[config.mk]
export PLATFORM = sky130hd
export DESIGN_NAME = ft_tx_gen
export DESIGN_NICKNAME = d
export VERILOG_FILES = /design/src/rtl/ft_tx_gen.sv
export SDC_FILE = /design/constraint.sdc
export NUM_CORES = 1
export LEC_CHECK = 0
export CAP_MARGIN = 40
export CELL_PAD_IN_SITES_DETAIL_PLACEMENT = 1
export CELL_PAD_IN_SITES_GLOBAL_PLACEMENT = 1
export CORE_ASPECT_RATIO = 0.9
export CORE_MARGIN = 3
export CORE_UTILIZATION = 35
export CTS_BUF_LIST = sky130_fd_sc_hd__clkbuf_8
export CTS_CLUSTER_SIZE = 16
export DETAILED_ROUTE_END_ITERATION = 8
export PLACE_DENSITY = 0.9
export REMOVE_ABC_BUFFERS = 1
export SKIP_LAST_GASP = 1
export SYNTH_ARGS = -nofsm -noshare
export SYNTH_HDL_FRONTEND = slang
export SYNTH_SLANG_ARGS = --single-unit
[constraint.sdc]
create_clock -name ft_clk -period 1.9 [get_ports ft_clk]
set_input_delay 0.19 -clock ft_clk [delete_from_list [all_inputs] [get_ports ft_clk]]
set_output_delay 0.19 -clock ft_clk [all_outputs]
set_load 0.02 [all_outputs]
[src/rtl/ft_tx_gen.sv]
// FT60x-style transmit pattern generator: streams counter/LFSR/walking-one/constant
// words to the FT bus with TXE flow control, finite or continuous bursts.
module ft_tx_gen #(
  parameter int              DATA_W    = 16,
  parameter logic [DATA_W-1:0] CONST_PAT = '1,
  localparam int             BE_W      = DATA_W / 8
) (
  input  logic              ft_clk,
  input  logic              rst,
  input  logic              start,
  input  logic              stop,
  input  logic [1:0]        mode,
  input  logic [15:0]       burst_len,
  input  logic              ft_txe_n,
  input  logic              ft_rxf_n,
  output logic [DATA_W-1:0] ft_data,
  output logic [BE_W-1:0]   ft_be,
  output logic              ft_wr_n,
  output logic              ft_rd_n,
  output logic              ft_oe_n,
  output logic              busy,
  output logic              done,
  output logic [31:0]       word_count,
  output logic [7:0]        led
);

  typedef enum logic [1:0] {S_IDLE, S_BURST, S_DONE} state_t;

  // Fibonacci taps as a bit mask: 16,14,13,11 or 32,22,2,1 (1-based)
  localparam logic [31:0]       TAP_ALL  = (DATA_W == 32) ? 32'h8020_0003 : 32'h0000_B400;
  localparam logic [DATA_W-1:0] TAP_MASK = TAP_ALL[DATA_W-1:0];

  state_t              state_q, state_d;
  logic [DATA_W-1:0]   data_q, data_d;
  logic                wr_n_q, wr_n_d;
  logic [15:0]         rem_q, rem_d;
  logic [1:0]          mode_q, mode_d;
  logic                cont_q, cont_d;
  logic                busy_q, busy_d;
  logic                done_q, done_d;
  logic [31:0]         wc_q, wc_d;
  logic                done_seen_q, done_seen_d;
  logic                stall_seen_q, stall_seen_d;
  logic                acc_prev_q, acc_prev_d;
  logic                accept;
  logic                unused_rxf;

  assign unused_rxf = ft_rxf_n;

  function automatic logic [DATA_W-1:0] seed_of(input logic [1:0] m);
    case (m)
      2'd0:    seed_of = '0;
      2'd3:    seed_of = CONST_PAT;
      default: seed_of = DATA_W'(1);
    endcase
  endfunction

  function automatic logic [DATA_W-1:0] next_of(input logic [1:0] m, input logic [DATA_W-1:0] d);
    case (m)
      2'd0:    next_of = d + DATA_W'(1);
      2'd1:    next_of = {d[DATA_W-2:0], ^(d & TAP_MASK)};
      2'd2:    next_of = {d[DATA_W-2:0], d[DATA_W-1]};
      default: next_of = CONST_PAT;
    endcase
  endfunction

  assign accept = ~wr_n_q & ~ft_txe_n;

  always_comb begin
    state_d      = state_q;
    data_d       = data_q;
    rem_d        = rem_q;
    mode_d       = mode_q;
    cont_d       = cont_q;
    wc_d         = wc_q;
    done_seen_d  = done_seen_q;
    stall_seen_d = stall_seen_q;
    acc_prev_d   = accept;

    if (accept && wc_q != 32'hFFFF_FFFF) wc_d = wc_q + 32'd1;
    if (~wr_n_q && ft_txe_n) stall_seen_d = 1'b1;

    case (state_q)
      S_IDLE: begin
        if (start) begin
          state_d      = S_BURST;
          mode_d       = mode;
          cont_d       = (burst_len == 16'd0);
          rem_d        = burst_len;
          data_d       = seed_of(mode);
          done_seen_d  = 1'b0;
          stall_seen_d = 1'b0;
        end
      end
      S_BURST: begin
        if (accept) begin
          data_d = next_of(mode_q, data_q);
          if (!cont_q) rem_d = rem_q - 16'd1;
        end
        // stop wins over completion: no done pulse on an aborted burst
        if (stop)                                   state_d = S_IDLE;
        else if (accept && !cont_q && rem_q == 16'd1) state_d = S_DONE;
      end
      default: state_d = S_IDLE;
    endcase

    wr_n_d = ~((state_d == S_BURST) && ~ft_txe_n);
    busy_d = (state_d == S_BURST);
    done_d = (state_d == S_DONE);
    if (done_d) done_seen_d = 1'b1;
  end

  always_ff @(posedge ft_clk) begin
    if (rst) begin
      state_q      <= S_IDLE;
      data_q       <= '0;
      wr_n_q       <= 1'b1;
      rem_q        <= '0;
      mode_q       <= '0;
      cont_q       <= 1'b0;
      busy_q       <= 1'b0;
      done_q       <= 1'b0;
      wc_q         <= '0;
      done_seen_q  <= 1'b0;
      stall_seen_q <= 1'b0;
      acc_prev_q   <= 1'b0;
    end else begin
      state_q      <= state_d;
      data_q       <= data_d;
      wr_n_q       <= wr_n_d;
      rem_q        <= rem_d;
      mode_q       <= mode_d;
      cont_q       <= cont_d;
      busy_q       <= busy_d;
      done_q       <= done_d;
      wc_q         <= wc_d;
      done_seen_q  <= done_seen_d;
      stall_seen_q <= stall_seen_d;
      acc_prev_q   <= acc_prev_d;
    end
  end

  assign ft_data    = data_q;
  assign ft_be      = '1;
  assign ft_wr_n    = wr_n_q;
  assign ft_rd_n    = 1'b1;
  assign ft_oe_n    = 1'b1;
  assign busy       = busy_q;
  assign done       = done_q;
  assign word_count = wc_q;
  assign led        = {{4{acc_prev_q}}, 1'b0, stall_seen_q, done_seen_q, busy_q};

endmodule

==> results of run 1 <==
==> path summary, 6_finish.rpt <==
| check | end | slack [ns] | cells past startpoint | start |
|---|---|---|---|---|
| max | rem_q[11]$_SDFFE_PP0P_ | -0.30 | 5 | rem_q[0]$_SDFFE_PP0P_ |
| min | rem_q[7]$_SDFFE_PP0P_ | 0.38 | 2 | rst |
| max reg2reg | rem_q[11]$_SDFFE_PP0P_ | -0.30 | 5 | rem_q[0]$_SDFFE_PP0P_ |
| min reg2reg | rem_q[7]$_SDFFE_PP0P_ | 0.52 | 2 | rem_q[7]$_SDFFE_PP0P_ |
==> layout by cell type, fill, tap and decap left out, types with 10 or more instances in the layout <==
master	instances
buf_4	123
clkdlybuf4s50_1	79
dfxtp_1	57
nor2_1	51
o21ai_0	31
a21oi_1	31
nand2_1	23
nand4_1	21
dfxtp_2	16
a211oi_1	15
nor3_1	14
nand3_1	14
buf_6	12
or3_1	11
o31ai_1	11
inv_1	11
a21oi_2	11
clkbuf_8	10
==> power groups by stage <==
stage                     clock [mW]  combinational [mW]  sequential, mW
after floorplan                    0               0.374            1.80
after global placement             0               0.851            1.75
after detailed placement           0               0.897            1.76
after CTS                       1.57               0.957            1.72
after global routing            1.65                1.21            1.74
final                           1.59                1.14            1.73
==> cells by family after synthesis <==
group	count (synthesis)
AOI/OAI and AO/OA	174
adders and majority gates	5
other	2
DFF	75
buffers and inverters	63
muxes	5
xor gates and xnor gates	14
and+or+nand+nor	219
==> repair_timing <==
action / 4_1_cts / 5_1_grt
gates cloned: 2 / 0
pin swaps: 15 / 37
resized for setup: 45 / 88
endpoints found under the setup margin: 42 / 58
setup buffers: 10 / 21
hold buffers: 0 / 0
==> registers in the layout (all words and copies together), names as in the netlist <==
signal	flops
stall_seen_q	1
done_seen_q	1
cont_q	1
mode_q	2
done	1
rem_q	16
word_count	32
ft_wr_n	1
acc_prev_q	1
state_q	2
ft_data	16
busy	1
==> through the flow <==
| stage | total power [mW] | hold WS [ns] |
|---|---|---|
| detailed placement | 2.653 | 0.4813 |
| global route | 4.594 | 0.4105 |
| CTS | 4.244 | 0.3751 |
| finish | 4.464 | 0.3798 |
| floorplan | 2.178 | 0.2591 |
| global placement | 2.600 | 0.4759 |
==> routing by layer <==
layer,share of wire,track usage
met1,0.40,0.3265
met2,0.51,0.4494
met3,0.056,0.03728
met4,0.032,0.09854
met5,0,0
==> cell type report <==
type,count,area (µm²)
well taps,160,200.2
inverters,12,50.05
repair buffers,218,1914
flip-flops and latches,75,1529
clock inverters,6,103.9
multi-input cells,423,3030
clock buffers,10,137.6
fillers,1390,5159
==> summary.txt, run 1 <==
Placed design
  – Routability cong.: 0.9202
  – Final HPWL DP: 12,070 µm
  – DP Area: 5964 µm²
  – Count of input and output buffers: 80
  – Post-Place Cells: 856
  – Post-Place Setup Slack: -0.4569 ns

Outcome
  – Status: finished, violations left
  – Failing checks: negative setup slack

Critical path
  – CP startpoint kind: register
  – Critical path class: reg2reg
  – Crit-path max FO: 5
  – Worst setup EP type: register
  – Top delay family on crit path: simple AND/OR/NAND/NOR gates
  – Sum of buffers and inverters on the critical path: 0
  – Crit-path max cell delay: 0.57 ns
  – Critical path required time: 2.16 ns
  – Crit path top cell by count: or4_4
  – Critical path arrival: 2.46 ns
  – Crit path cell chain: or4_4, or4_4, or4b_4, o21ai_2, a211oi_1
  – CP max stage cell: or4_4

Logic synthesis
  – Dominant cells by area after synthesis: dfxtp_1 (34%), a21oi_1 (5.0%), o21ai_0 (4.5%), nor2_1 (4.5%), nand4_1 (3.0%)
  – Sequential area share after synthesis: 0.3425
  – Synthesized area: 4384 µm²
  – Post-synthesis adder-cell area fraction: 0.01427
  – Async SR Flop Fraction: 0
  – Post-synthesis average cell area: 7.871 µm²
  – Cell taking the most area after synthesis: dfxtp_1
  – Synth warn: 0
  – Synth Area in XOR/XNOR: 0.02797
  – Top-count cell post-synth: dfxtp_1
  – Synth top cells by count: dfxtp_1 (75), nor2_1 (52), a21oi_1 (44), o21ai_0 (39), clkbuf_1 (30)
  – Synth Instances: 557
  – Simple-gate share of the synthesized area: 0.2728
  – Post-synthesis compound-gate area fraction: 0.2623
  – EDFF count, synth: 0
  – Post-synthesis mux area share: 0.01227
  – Top-area cell type share of the netlist area: 0.3425
  – Largest family of logic cells by synthesized area: simple AND/OR/NAND/NOR gates
  – Post-synth cell types: 57
  – Primary FF master, synth: dfxtp_1
  – #FFs+latches synth: 75

Drt
  – Via count: 5,544
  – WL final: 21,150 µm
  – Drt via density: 6.133
  – Routed length per instance: 23.39 µm
  – DR iter-0 viols: 452
  – DRT Pass-1 Iters: 7
  – Detail Route Antenna Nets: 0
  – Post-route DRC: 0

Pwr
  – Clock network power share: 0.356
  – Sw Pwr: 1.402 mW
  – PD cells: 640.8 nW/µm²
  – VDD IR max: 0.3530 mV
  – Combinational power share: 0.256
  – Int Pwr: 3.062 mW
  – LEAKAGE: 2.618 nW
  – Switching Fraction: 0.3140
  – Reg power frac: 0.388

Finish
  – Layout Cells excl Fill: 904
  – Diodes inserted: 0
  – Design area: 6965 µm²
  – Final net count: 768
  – P&R area growth vs syn: 58.88%
  – Core Util, Final: 0.5745
  – Share of cells above drive strength 1: 0.3508

Clock tree
  – Total CTS buffers: 9
  – TritonCTS clock tree: yes
  – Clock transition at path regs: 0.09 ns
  – Clock sinks: 75
  – H-Tree Depth: 3
  – Clk_lat worst skew: 0.36 ns
  – CTS Root Buffer Type: clkbuf_8
  – CTS max path bufs: 2

Timing
  – Max Slew Vio Count: 0
  – RSZ-0062 raised after global routing: true
  – Worst Max-Slew Pin Slew: 0.7672 ns
  – Finish-stage setup viols: 22
  – Worst setup margin: -0.3026 ns
  – Clk_skew: 0.006234 ns
  – Slew HR: 0.4885
  – Fin. Hold Viols: 0
  – Final worst-path cycle share: 1.159
  – Max Freq: 454.0 MHz
  – TNS Setup: -1.999 ns
  – Final critical-path required period: 2.203 ns

Die
  – Die Span Y: 112.2 µm
  – Die X-Extent: 124.0 µm
  – Die ar.: 13,910 µm²
  – Core Region: 12,120 µm²
  – IO Pins: 87
  – Row Count: 38
  – Initial cell density of the core: 0.3616

Global routing
  – Initial antenna violation count: 0
  – First-pass GRT wire length: 29,150 µm
  – Largest net degree at the start of global routing: 37
  – Vias in the first global route: 5,574
  – Grt ovf: 0
  – Overall Global Routing Usage: 0.2604

Min path
  – Worst hold path class: in2reg

Job
  – Total of max-cap violations: 0
(Power assumes the default switching activity.)
==> run 2, diff against run 1 <==
--- a/config.mk
+++ b/config.mk
@@ -5,16 +5,16 @@
 export SDC_FILE = /design/constraint.sdc
 export NUM_CORES = 1
 export LEC_CHECK = 0
-export CAP_MARGIN = 40
+export CAP_MARGIN = 20
 export CELL_PAD_IN_SITES_DETAIL_PLACEMENT = 1
 export CELL_PAD_IN_SITES_GLOBAL_PLACEMENT = 1
 export CORE_ASPECT_RATIO = 0.9
 export CORE_MARGIN = 3
-export CORE_UTILIZATION = 35
+export CORE_UTILIZATION = 39
 export CTS_BUF_LIST = sky130_fd_sc_hd__clkbuf_8
 export CTS_CLUSTER_SIZE = 16
 export DETAILED_ROUTE_END_ITERATION = 8
-export PLACE_DENSITY = 0.9
+export PLACE_DENSITY = 0.94
 export REMOVE_ABC_BUFFERS = 1
 export SKIP_LAST_GASP = 1
 export SYNTH_ARGS = -nofsm -noshare
==> constraint.sdc (replaced) <==
create_clock -name ft_clk -period 2.2 [get_ports ft_clk]
set_input_delay 0.22 -clock ft_clk [delete_from_list [all_inputs] [get_ports ft_clk]]
set_output_delay 0.22 -clock ft_clk [all_outputs]
set_load 0.02 [all_outputs]
==> run 2 against run 1 <==
  * Critical endpoint unchanged
  * Clock skew up 0.0013 ns
  * Sequential cell count did not move
  * First-iteration DRC count fell by 28%
  * Design area shrank 18%
  * Largest cell class unchanged
  * Count of clock-buffer cells in the layout is 2 higher
  * Routed wire length shrank 29%
  * Register-to-register slack better by 0.30 ns
  * The flow still finishes with violations (negative setup slack)
  * Die area down 9.8%
  * Clock power down 36%
==> summary.txt, run 2 (synthesized netlist as in run 1, its figures left out) <==
Timing
  – Final critical-path required period: 2.204 ns
  – TNS Setup: -0.003895 ns
  – Clk_skew: 0.007541 ns
  – RSZ-0062 raised after global routing: true
  – Max Slew Vio Count: 0
  – Final worst-path cycle share: 1.002
  – Finish-stage setup viols: 1
  – Fin. Hold Viols: 0
  – Max Freq: 453.7 MHz
  – Worst Hold Margin: 0.3530 ns
  – Worst setup margin: -0.003895 ns

Die
  – Die Span Y: 106.6 µm
  – IO Pins: 87
  – Die ar.: 12,550 µm²
  – Row Count: 36
  – Initial cell density of the core: 0.4022
  – Die X-Extent: 117.8 µm
  – Core Region: 10,900 µm²

Global routing
  – Vias in the first global route: 4,892
  – Largest net degree at the start of global routing: 79
  – Grt ovf: 0
  – First-pass GRT wire length: 24,270 µm
  – Initial antenna violation count: 0
  – Overall Global Routing Usage: 0.2326

Clock tree
  – CTS Root Buffer Type: clkbuf_8
  – TritonCTS clock tree: yes
  – Cts hold-fix bufs: 0
  – CTS max path bufs: 2
  – Clock sinks: 75
  – H-Tree Depth: 3
  – Clk_lat worst skew: 0.36 ns
  – Total CTS buffers: 9
  – Clock transition at path regs: 0.08 ns

Drt
  – Drt via density: 5.977
  – DR iter-0 viols: 326
  – Via count: 4,770
  – Routed length per instance: 18.70 µm
  – Detail Route Antenna Nets: 0
  – WL final: 14,920 µm
  – DRT Pass-1 Iters: 4
  – Post-route DRC: 0

Finish
  – Design area: 5704 µm²
  – Layout Cells excl Fill: 798
  – P&R area growth vs syn: 30.11%
  – Share of cells above drive strength 1: 0.1440
  – Max reg flops: 32
  – Core Util, Final: 0.5233
  – Fillers: 1,365
  – Diodes inserted: 0
  – Final net count: 671
  – Commonest cells after routing, fill and taps aside: clkdlybuf4s50_1 (79), dfxtp_1 (73), nor2_1 (52), a21oi_1 (44), buf_4 (39)
  – Most common cell after layout, fill and taps aside: clkdlybuf4s50_1

Pwr
  – Combinational power share: 0.215
  – Switching Fraction: 0.3124
  – VDD IR max: 0.3517 mV
  – Sw Pwr: 1.007 mW
  – Total power: 3.222 mW
  – Int Pwr: 2.216 mW
  – LEAKAGE: 1.983 nW
  – Reg power frac: 0.469
  – Clock network power share: 0.316
  – PD cells: 564.9 nW/µm²

Placed design
  – Routability cong.: 0.8655
  – Post-Place Setup Slack: -0.1445 ns
  – Final HPWL DP: 10,560 µm
  – Post-Place Cells: 782
  – DP Area: 5472 µm²
  – Count of input and output buffers: 80

Critical path
  – Critical path required time: 2.43 ns
  – Worst setup EP type: register
  – Crit path cell chain: or4_4, or4_4, or4b_1, o21ai_1, a211oi_1
  – Sum of buffers and inverters on the critical path: 0
  – Top delay family on crit path: simple AND/OR/NAND/NOR gates
  – Crit-path max cell delay: 0.55 ns
  – Crit-path max FO: 6
  – Critical path class: reg2reg
  – CP max stage cell: or4_4
  – CP startpoint kind: register
  – Crit path top cell by count: or4_4
  – Critical path arrival: 2.44 ns

Job
  – Total of max-cap violations: 0

Outcome
  – Status: finished, violations left
  – Failing checks: negative setup slack

Min path
  – Worst hold path class: in2reg
## run 2: cell types whose count changed in the layout (fill, tap and decap cells not counted), sizes merged
cell / change
bufinv: -3
buf: -97
clkbuf: +2
clkdlybuf4s15: +1
and3: -1
## run 2: layout make-up
class | instances | area (µm²) | share of cell area
clock buffers | 12 | 165.2 | 0.02895
clock inverters | 3 | 13.76 | 0.002413
inverters | 12 | 45.04 | 0.007896
well taps | 152 | 190.2 | 0.03334
flip-flops and latches | 75 | 1504 | 0.2637
multi-input cells | 422 | 2646 | 0.4639
repair buffers | 122 | 1140 | 0.1998
## run 2: worst register-to-register path, stage by stage, from the launching register on
cell	delay (ns)
dfxtp_2	0.35
or4_4	0.54
or4_4	0.55
or4b_1	0.48
o21ai_1	0.10
a211oi_1	0.08
## run 2: power groups by stage
stage	combinational, mW	clock, mW	sequential [mW]
floorplan	0.323	0	1.56
global placement	0.634	0	1.53
detailed placement	0.674	0	1.54
CTS	0.680	1.04	1.51
global route	0.751	1.09	1.53
finish	0.693	1.02	1.51
## run 2: path summary, 6_finish.rpt
kind | startpoint | to | slack [ns] | cells past startpoint
setup / recovery | rem_q[0]$_SDFFE_PP0P_ | rem_q[11]$_SDFFE_PP0P_ | -0.004 | 5
hold / removal | rst | word_count[0]$_SDFFE_PP0P_ | 0.35 | 3
setup reg to reg | rem_q[0]$_SDFFE_PP0P_ | rem_q[11]$_SDFFE_PP0P_ | -0.004 | 5
hold reg to reg | done_seen_q$_SDFFE_PP0P_ | done_seen_q$_SDFFE_PP0P_ | 0.48 | 1
## run 2: metal layers
layer / vias to the layer above / global-route usage / routed length (µm)
li1: 2239 / - / -
met1: 2408 / 0.2859 / 6461
met2: 111 / 0.4140 / 7607
met3: 12 / 0.04219 / 709
met4: 0 / 0.07448 / 141
met5: - / 0 / 0
## run 2: timing repair
action | 4_1_cts | 5_1_grt
resized for setup | 0 | 16
endpoints found under the hold margin | 0 | 0
setup buffers | 0 | 0
endpoints found under the setup margin | 0 | 27
